### config.mk
export PLATFORM = sky130hd
export DESIGN_NAME = fetch_unit
export DESIGN_NICKNAME = d
export VERILOG_FILES = /design/src/rtl/riscv_pkg.sv /design/src/rtl/sync_fifo.sv /design/src/rtl/fetch_unit.sv
export SDC_FILE = /design/constraint.sdc
export NUM_CORES = 1
export LEC_CHECK = 0
export CAP_MARGIN = 20
export CORE_AREA = 2 2 233 189
export CTS_CLUSTER_SIZE = 30
export DETAILED_ROUTE_END_ITERATION = 16
export DIE_AREA = 0 0 235 191
export MAX_ROUTING_LAYER = met4
export REMOVE_ABC_BUFFERS = 1
export SYNTH_ARGS = -nofsm -noshare
export SYNTH_HDL_FRONTEND = slang
export SYNTH_SLANG_ARGS = --single-unit
### constraint.sdc
create_clock -name clk -period 9.8 [get_ports clk]
set_clock_uncertainty 0.15 [all_clocks]
set_input_delay 0.98 -clock clk [delete_from_list [all_inputs] [get_ports clk]]
set_output_delay 0.98 -clock clk [all_outputs]
set_load 0.01 [all_outputs]
### src/rtl/riscv_pkg.sv
`default_nettype none
// ============================================================================
// Module      : riscv_pkg
// Description : Shared CPU constants and types. Holds the data word width,
//               the canonical NOP encoding and the prefetch queue entry
//               layout used by the fetch front-end.
// Revision    : 1.0 - initial release
// ============================================================================
package riscv_pkg;

    localparam int XLEN = 32;

    // addi x0, x0, 0
    localparam logic [XLEN-1:0] NOP_INSN = 32'h0000_0013;

    typedef struct packed {
        logic [XLEN-1:0] pc;
        logic [XLEN-1:0] insn;
    } fetch_entry_t;

    // Instruction fetches are always word aligned; the low two bits are dropped.
    function automatic logic [XLEN-1:0] align_word(input logic [XLEN-1:0] i_addr);
        return {i_addr[XLEN-1:2], 2'b00};
    endfunction

endpackage
`default_nettype wire

### src/rtl/sync_fifo.sv
`default_nettype none
// ============================================================================
// Module      : sync_fifo
// Description : Single-clock FIFO with synchronous clear. Read data is taken
//               straight from the storage array, so a pushed word becomes
//               visible at the head one clock after the push.
// Revision    : 1.0 - initial release
// ============================================================================
module sync_fifo #(
    parameter int WIDTH = 64,
    parameter int DEPTH = 4
) (
    input  logic                     clk,
    input  logic                     rst,
    input  logic                     i_clear,
    input  logic                     i_push,
    input  logic [WIDTH-1:0]         i_wdata,
    input  logic                     i_pop,
    output logic [WIDTH-1:0]         o_rdata,
    output logic                     o_empty,
    output logic                     o_full,
    output logic [$clog2(DEPTH):0]   o_count
);

    localparam int AW = $clog2(DEPTH);
    localparam int CW = AW + 1;

    logic [WIDTH-1:0] r_mem [DEPTH];
    logic [AW-1:0]    r_wr_ptr;
    logic [AW-1:0]    r_rd_ptr;
    logic [CW-1:0]    r_count;

    logic w_do_push;
    logic w_do_pop;

    // Pop only real data; a push into a full queue is allowed when a pop frees a slot.
    always_comb begin
        w_do_pop  = i_pop && !o_empty;
        w_do_push = i_push && (!o_full || w_do_pop);
    end

    assign o_empty = (r_count == '0);
    assign o_full  = (r_count == CW'(DEPTH));
    assign o_count = r_count;
    assign o_rdata = r_mem[r_rd_ptr];

    // Storage array: data words need no reset, only the pointers qualify them.
    always_ff @(posedge clk) begin
        if (w_do_push && !i_clear) begin
            r_mem[r_wr_ptr] <= i_wdata;
        end
    end

    // Pointer and occupancy tracking; clear wins over any push or pop.
    always_ff @(posedge clk or negedge rst) begin
        if (!rst) begin
            r_wr_ptr <= '0;
            r_rd_ptr <= '0;
            r_count  <= '0;
        end else if (i_clear) begin
            r_wr_ptr <= '0;
            r_rd_ptr <= '0;
            r_count  <= '0;
        end else begin
            if (w_do_push) begin
                r_wr_ptr <= r_wr_ptr + AW'(1);
            end
            if (w_do_pop) begin
                r_rd_ptr <= r_rd_ptr + AW'(1);
            end
            case ({w_do_push, w_do_pop})
                2'b10:   r_count <= r_count + CW'(1);
                2'b01:   r_count <= r_count - CW'(1);
                default: r_count <= r_count;
            endcase
        end
    end

endmodule
`default_nettype wire

### src/rtl/fetch_unit.sv
`default_nettype none
// ============================================================================
// Module      : fetch_unit
// Description : Instruction fetch front-end. Issues in-order word fetches to
//               a latency-bearing instruction memory, buffers responses in a
//               prefetch queue and hands one instruction per cycle to decode.
//               A redirect from EX flushes the queue and arranges for the
//               responses still in flight to be discarded.
// Revision    : 1.0 - initial release
// ============================================================================
module fetch_unit
    import riscv_pkg::*;
#(
    parameter int              DEPTH    = 4,
    parameter logic [XLEN-1:0] RESET_PC = 32'h0000_0000
) (
    input  logic            clk,
    input  logic            rst,
    input  logic            redirect_valid,
    input  logic [XLEN-1:0] redirect_pc,
    output logic            imem_req_valid,
    input  logic            imem_req_ready,
    output logic [XLEN-1:0] imem_req_addr,
    input  logic            imem_rsp_valid,
    input  logic [XLEN-1:0] imem_rsp_data,
    output logic            if_valid,
    input  logic            if_ready,
    output logic [XLEN-1:0] if_pc,
    output logic [XLEN-1:0] if_instruction,
    output logic [XLEN-1:0] if_pc_plus_4
);

    localparam int              CW      = $clog2(DEPTH) + 1;
    localparam logic [CW:0]     c_depth = (CW+1)'(DEPTH);
    localparam logic [XLEN-1:0] c_four  = 32'd4;

    logic [XLEN-1:0] r_fetch_pc;
    logic [XLEN-1:0] r_rsp_pc;
    logic [CW-1:0]   r_inflight;
    logic [CW-1:0]   r_drop;

    logic [CW-1:0]   w_count;
    logic            w_empty;
    logic            w_full;
    logic [CW:0]     w_credit_used;
    logic            w_accept;
    logic            w_rsp_keep;
    logic            w_rsp_drop;
    logic            w_pop;
    logic [CW-1:0]   w_accept_ext;
    logic [CW-1:0]   w_rsp_ext;
    logic [XLEN-1:0] w_redirect_pc;
    fetch_entry_t    w_push_entry;
    fetch_entry_t    w_head;

    // Request credit covers both queued entries and responses still owed by memory.
    always_comb begin
        w_credit_used  = {1'b0, w_count} + {1'b0, r_inflight};
        imem_req_valid = rst && !redirect_valid && (w_credit_used < c_depth);
        w_accept       = imem_req_valid && imem_req_ready;
        w_rsp_drop     = imem_rsp_valid && !redirect_valid && (r_drop != '0);
        w_rsp_keep     = imem_rsp_valid && !redirect_valid && (r_drop == '0);
        w_pop          = if_valid && if_ready && !redirect_valid;
        w_accept_ext   = {{(CW-1){1'b0}}, w_accept};
        w_rsp_ext      = {{(CW-1){1'b0}}, imem_rsp_valid};
        w_redirect_pc  = align_word(redirect_pc);
        w_push_entry   = '{pc: r_rsp_pc, insn: imem_rsp_data};
    end

    assign imem_req_addr = r_fetch_pc;

    // Fetch/response PCs and the in-flight and discard counters.
    always_ff @(posedge clk or negedge rst) begin
        if (!rst) begin
            r_fetch_pc <= RESET_PC;
            r_rsp_pc   <= RESET_PC;
            r_inflight <= '0;
            r_drop     <= '0;
        end else if (redirect_valid) begin
            // Every response still owed after this cycle belongs to the old stream.
            r_fetch_pc <= w_redirect_pc;
            r_rsp_pc   <= w_redirect_pc;
            r_inflight <= r_inflight - w_rsp_ext;
            r_drop     <= r_inflight - w_rsp_ext;
        end else begin
            if (w_accept) begin
                r_fetch_pc <= r_fetch_pc + c_four;
            end
            if (w_rsp_keep) begin
                r_rsp_pc <= r_rsp_pc + c_four;
            end
            if (w_rsp_drop) begin
                r_drop <= r_drop - CW'(1);
            end
            r_inflight <= r_inflight + w_accept_ext - w_rsp_ext;
        end
    end

    sync_fifo #(
        .WIDTH ($bits(fetch_entry_t)),
        .DEPTH (DEPTH)
    ) u_prefetch_q (
        .clk     (clk),
        .rst     (rst),
        .i_clear (redirect_valid),
        .i_push  (w_rsp_keep),
        .i_wdata (w_push_entry),
        .i_pop   (w_pop),
        .o_rdata (w_head),
        .o_empty (w_empty),
        .o_full  (w_full),
        .o_count (w_count)
    );

    // Decode-side view of the queue head; idle slots read as a NOP at PC 0.
    always_comb begin
        if_valid       = !w_empty;
        if_pc          = if_valid ? w_head.pc   : '0;
        if_instruction = if_valid ? w_head.insn : NOP_INSN;
        if_pc_plus_4   = if_pc + c_four;
    end

    // Memory must never return more responses than were requested.
    a_rsp_has_inflight: assert property (@(posedge clk) disable iff (!rst)
        imem_rsp_valid |-> (r_inflight != '0));

    // The credit scheme guarantees a kept response always finds room.
    a_no_overflow: assert property (@(posedge clk) disable iff (!rst)
        (w_rsp_keep && w_full) |-> w_pop);

endmodule
`default_nettype wire

# ---- Word-level counts from Yosys, hierarchy flattened
# Memories as Yosys holds them, arrays and structs flattened.
# Index checks and enable logic that the tools add are counted.
dict set report totals {
  in_bits 70
  output_inout_bits 130
  ram_bits 256
  word_cells 65
  reg_bits 77
  mem_count 1
}
dict set report classes {
  magnitude_cmp 1
  n_reduce_logical 24
  n_addsub 12
  n_mux 17
  eq_ne 3
}
# memory depth width rd rd_clocked_by_memory_dff wr line_no
set mem_list {}
lappend mem_list {u_prefetch_q.r_mem 4 64 1 0 1 sync_fifo.sv:28} ;# logic [WIDTH-1:0] r_mem [DEPTH];
# operator n
set op_table {}
lappend op_table {{2-to-1 mux 32 bit} 6}
lappend op_table {{adder 32 x 3 -> 32 bit (second input constant)} 3}
lappend op_table {{2-to-1 mux 3 bit} 4}
lappend op_table {{logical AND 1 bit} 11}
lappend op_table {{nonzero test 2 bit} 5}
lappend op_table {{2-to-1 mux 2 bit} 4}
lappend op_table {{zero test 3 bit} 2}
lappend op_table {{case mux 3 bit (2 select lines)} 1}
lappend op_table {{nonzero test 3 bit} 2}
lappend op_table {{subtractor 3 x 1 -> 3 bit} 2}
lappend op_table {{subtractor 3 x 1 -> 3 bit (second input constant)} 2}
lappend op_table {{adder 2 x 1 -> 2 bit (second input constant)} 2}
lappend op_table {{adder 3 x 3 -> 4 bit} 1}
lappend op_table {{< comparator 4 x 3 -> 1 bit (second input constant)} 1}
lappend op_table {{adder 3 x 1 -> 3 bit} 1}
lappend op_table {{adder 3 x 1 -> 3 bit (second input constant)} 1}
lappend op_table {{== test 3 bit (second input constant)} 1}
lappend op_table {{zero test 1 bit} 3}
lappend op_table {{== test 2 x 1 -> 1 bit (second input constant)} 1}
lappend op_table {{== test 2 bit (second input constant)} 1}
lappend op_table {{2-to-1 mux 1 bit} 2}
lappend op_table {{logical OR 1 bit} 1}

# ---- Logic depth before layout (Yosys ltp)
dict set report logic_depth {
  ltp_word 10
  ltp_mapped 14
  mapped_depth_nobuf 11
}

# ---- Cells and area by module
# Synthesis repeated with hierarchy kept, for this count alone.
dict set report hier_totals {
  cells_unflattened 997
  hier_area_um2 14671.6
}
# mod seq_area_each_um2 instances area_each_um2 cells_per_inst
set modules_own_cells {}
lappend modules_own_cells {sync_fifo 7862.5 1 9801.9 401}
lappend modules_own_cells {fetch_unit 1651.6 1 4869.7 596}

# ---- Worst setup path before layout
# Ideal clock, no wire load.
dict set report synth_timing {
  kind {input port to flip-flop}
  start {input port if_ready}
  end {memory u_prefetch_q.r_mem[0][0] (enable)}
  n_path_buf 1
  arrival_ns 3.400
  t_required_ns 9.224
  stages 4
  setup_time_ns 0.426
  setup_slack_ns 5.823
  cell_sequence {clkbuf_1 inv_1 a311oi_1 and2_1}
}
dict set report synth_via {
  elab_chain_len 8
}
# item line_no
set synth_lines {}
lappend synth_lines {{start, declared} fetch_unit.sv:27} ;# input logic if_ready,
lappend synth_lines {{logical AND 1 bit (2 in a row)} fetch_unit.sv:63} ;# w_pop = if_valid && if_ready && !redirect_valid;
lappend synth_lines {{logical AND 1 bit} sync_fifo.sv:38} ;# w_do_pop = i_pop && !o_empty;
lappend synth_lines {{logical OR 1 bit} sync_fifo.sv:39} ;# w_do_push = i_push && (!o_full || w_do_pop);
lappend synth_lines {{logical AND 1 bit} sync_fifo.sv:39}
lappend synth_lines {{logical AND 1 bit} sync_fifo.sv:49} ;# if (w_do_push && !i_clear) begin
lappend synth_lines {{2-to-1 mux 1 bit} sync_fifo.sv:49}
lappend synth_lines {{2-to-1 mux 1 bit (implied by the code)} sync_fifo.sv:50} ;# r_mem[r_wr_ptr] <= i_wdata;
lappend synth_lines {{end, declared} sync_fifo.sv:28}
# No other way between the ends.

# ---- Worst setup path after layout
dict set report layout_timing {
  start {register u_prefetch_q.r_rd_ptr[0]}
  end {output port if_pc_plus_4[14]}
}
dict set report layout_via {
  elab_chain_len 3
}
# item line_no
set layout_lines {}
lappend layout_lines {{start, declared} sync_fifo.sv:30} ;# logic [AW-1:0] r_rd_ptr;
lappend layout_lines {{start signal, assigned} sync_fifo.sv:69} ;# r_rd_ptr <= r_rd_ptr + AW'(1);
lappend layout_lines {{memory (4 x 64 bit)} --}
lappend layout_lines {{2-to-1 mux 32 bit} fetch_unit.sv:118} ;# if_pc = if_valid ? w_head.pc : '0;
lappend layout_lines {{adder 32 x 3 -> 32 bit} fetch_unit.sv:120} ;# if_pc_plus_4 = if_pc + c_four;
lappend layout_lines {{end, declared} fetch_unit.sv:30} ;# output logic [XLEN-1:0] if_pc_plus_4
# No other way between the ends.

==> impl_metrics.env <==
export IMPL_grt_util_met2_pct=23.74
export IMPL_power_leakage_nw=6.243
export IMPL_crit_fanout=50
export IMPL_ant_nets=0
export IMPL_wl_um=34450
export IMPL_cts_tree="built"
export IMPL_crit_top_cell="nand3_1"
export IMPL_first_pass_iters=5
export IMPL_clk_pin_slew_ns=0.06
export IMPL_synth_avg_cell_area_sq_um=14.91
export IMPL_fin_ws_ns=3.549
export IMPL_synth_cell_types=62
export IMPL_wl_per_cell_um=19.58
export IMPL_syn_instance_count=986
export IMPL_syn_area_sq_um=14700
export IMPL_die_area_sq_um=44890
export IMPL_io_buffers=191
export IMPL_cts_buffers=34
export IMPL_dp_cells=1700
export IMPL_drive_gt1_share_pct=13.51
export IMPL_power_mw=3.621
export IMPL_dp_slack_ns=3.949
export IMPL_use_met1_pct=22.23
export IMPL_powerDensity_nw_per_um2=199.3
export IMPL_cp_slowest_cell="buf_4"
export IMPL_cts_repair_resized=0
export IMPL_synthArstFlopShare_pct=22.74
export IMPL_fin_crit_ns=6.251
export IMPL_rsz0062_at_grt="false"
export IMPL_r2r_start="u_prefetch_q.o_count[2]"
export IMPL_grt_busiest_layer="met2"
export IMPL_ys_warn_count=0
export IMPL_die_w_um=235
export IMPL_hold_class="in -> async"
export IMPL_yosysSeqAreaShare_pct=63.10
export IMPL_numClockSinks=321
export IMPL_synth_seq_cells=321
export IMPL_drv_cap=0
export IMPL_status="finished, final reports clean"
export IMPL_fin_crit_sh_pct=63.78
export IMPL_clock_latency_ns=0.51
export IMPL_final_nets=1263
export IMPL_vias_per_cell=5.005
export IMPL_critPathBufInv=2
export IMPL_ir_drop_mv=0.09032
export IMPL_grt_usage_pct=15.71
export IMPL_crit_path_cell_trace="buf_4, mux4_1, and2_1, ha_1, nand3_1, nor4b_2, and2_0, nand3_1, xnor2_1, clkdlybuf4s50_1"
export IMPL_initial_utilization_pct=34.48
export IMPL_antenna_found_initial=0
export IMPL_final_hold_violation_count=0
export IMPL_num_vias=8803
export IMPL_grt_start_max_net_pins=64
export IMPL_max_stage_delay_ns=0.82
export IMPL_ctsHoldBuffers=0
export IMPL_fmax_mhz=160.0
export IMPL_coreArea_sq_um=42630
export IMPL_cp_start_kind="flip-flop"
export IMPL_cp_arrival_ns=5.12
export IMPL_route_detailed_drc=0
export IMPL_setup_tns_ns=0
export IMPL_r2r_slack_ns=5.85
export IMPL_synth_edf_count=248
export IMPL_clockBufferDepth=3
export IMPL_worst_r2r_endpoint="r_inflight[2]"
export IMPL_num_rows=68
export IMPL_n_antenna_cell=0
export IMPL_fillers=3857
export IMPL_synthFlopType="edfxtp_1"
export IMPL_area_delta_synth_final_pct=23.63
export IMPL_drt_iter0_markers=509
export IMPL_met3_usage_pct=2.830
export IMPL_cp_end_kind="output pin"
export IMPL_die_h_um=191
export IMPL_reg2regPathDepth=11
export IMPL_worst_pin_slew_ns=1.029
export IMPL_slew_violations=0
export IMPL_crit_family="simple AND/OR/NAND/NOR gates"
export IMPL_slew_headroom_pct=31.40
export IMPL_crit_type="reg -> out"
export IMPL_grt_pass1_vias=9026
export IMPL_root_buffer="clkbuf_16"
export IMPL_grt_pass1_wl_um=53030
export IMPL_place_hpwl_um=22450
export IMPL_grt_overflow=0
export IMPL_fin_cells=1759
export IMPL_htreeDepth=2
export IMPL_io_pins=200
export IMPL_post_cts_buffers=0
export IMPL_worstPathRequired_ns=8.67
export IMPL_gp_congestion=0.7623
export IMPL_setup_violations_final=0
[metrics by stage]
| step | hold WS [ns] | utilization [%] | area (sq um) |
|---|---|---|---|
| 2_1_floorplan | 0.3260 | - | 14440 |
| 3_3_place_gp | 0.3643 | 40.19 | 17130 |
| 3_5_place_dp | 0.3725 | 40.19 | 17130 |
| 4_1_cts | 0.2561 | 42.63 | 18170 |
| 5_1_grt | 0.2814 | 42.63 | 18170 |
| 6_report | 0.2681 | 42.63 | 18170 |
[how the worst max path moves through the flow]
| stage | slack [ns] | to | cells after the start | from |
|---|---|---|---|---|
| after floorplan | 3.80 | if_pc_plus_4[18] | 9 | u_prefetch_q.r_rd_ptr[0] |
| after global placement | 4.05 | if_pc_plus_4[18] | 10 | u_prefetch_q.r_rd_ptr[0] |
| after detailed placement | 3.95 | if_pc_plus_4[14] | 10 | u_prefetch_q.r_rd_ptr[0] |
| after CTS | 3.39 | if_pc_plus_4[14] | 10 | u_prefetch_q.r_rd_ptr[0] |
| after global routing | 3.18 | if_pc_plus_4[14] | 10 | u_prefetch_q.r_rd_ptr[0] |
| final | 3.55 | if_pc_plus_4[14] | 10 | u_prefetch_q.r_rd_ptr[0] |
[cells in the mapped netlist, types with 29 or more instances]
master    number  share of area [%]
dfrtp_1       73                 12
nand2_1       81                2.1
mux4_2        48                7.4
inv_1         29               0.74
xor2_1        49                2.9
nor2_1        44                1.1
mux2_2        37                2.8
xnor2_1       35                2.1
and2_1        61                2.6
nand3_1       39                1.3
edfxtp_1     248                 51
[layout by cell type (no fill, tap or decap), types with 5 or more instances in the layout]
cell             instances
dfrtp_1                 71
a21oi_1                 10
xnor2_1                 35
clkbuf_16               35
nor3_1                  23
and3_1                  14
xor2_1                  49
mux4_1                  18
nand3_1                 39
o21ai_0                 24
nand2_1                 81
conb_1                   6
mux4_2                  48
ha_1                    15
and2_1                  57
mux2_2                  37
nand4_1                 16
inv_1                   28
edfxtp_1               248
nor2_1                  44
clkbuf_1                 7
or2_2                    5
and4_1                   5
clkinv_1                 5
clkdlybuf4s50_1        190
buf_4                    8
clkinv_2                 7
nor4_1                   8
nand4b_1                 5
[final cells by class]
type / count / area (sq um) / area share [%]
clock inverters: 17 / 138.9 / 0.7643
repair buffers: 199 / 1967 / 10.82
flip-flops and latches: 321 / 9281 / 51.08
clock buffers: 42 / 902.1 / 4.965
inverters: 29 / 108.9 / 0.5990
well taps: 560 / 700.7 / 3.856
multi-input cells: 591 / 5072 / 27.91
[flip-flops by register name, summed over array words and instances (netlist names)]
register               count
u_prefetch_q.r_rd_ptr      2
u_prefetch_q.r_mem       248
r_drop                     3
u_prefetch_q.r_wr_ptr      2
imem_req_addr             30
r_inflight                 3
r_rsp_pc                  30
u_prefetch_q.o_count       3
[power breakdown]
part	internal, mW	leakage [nW]	switching [mW]
clock	0.707	0.512	0.509
combinational	0.391	2.63	0.370
sequential	1.56	3.10	0.0887
[metal layers]
layer | wire length [um] | vias up
li1 | - | 4089
met1 | 16550 | 4411
met2 | 15490 | 255
met3 | 1876 | 48
met4 | 535 | 0
met5 | 0 | -
[logic make-up after synthesis]
logic type	synth area share, %
simple gates	11.77
flops	63.10
mux	13.41
xor+xnor	5.005
buf+inv	2.622
compound gates	2.520
fa+ha+maj	1.549
other cells	0.02551
Power figures use the tool's default switching activity.
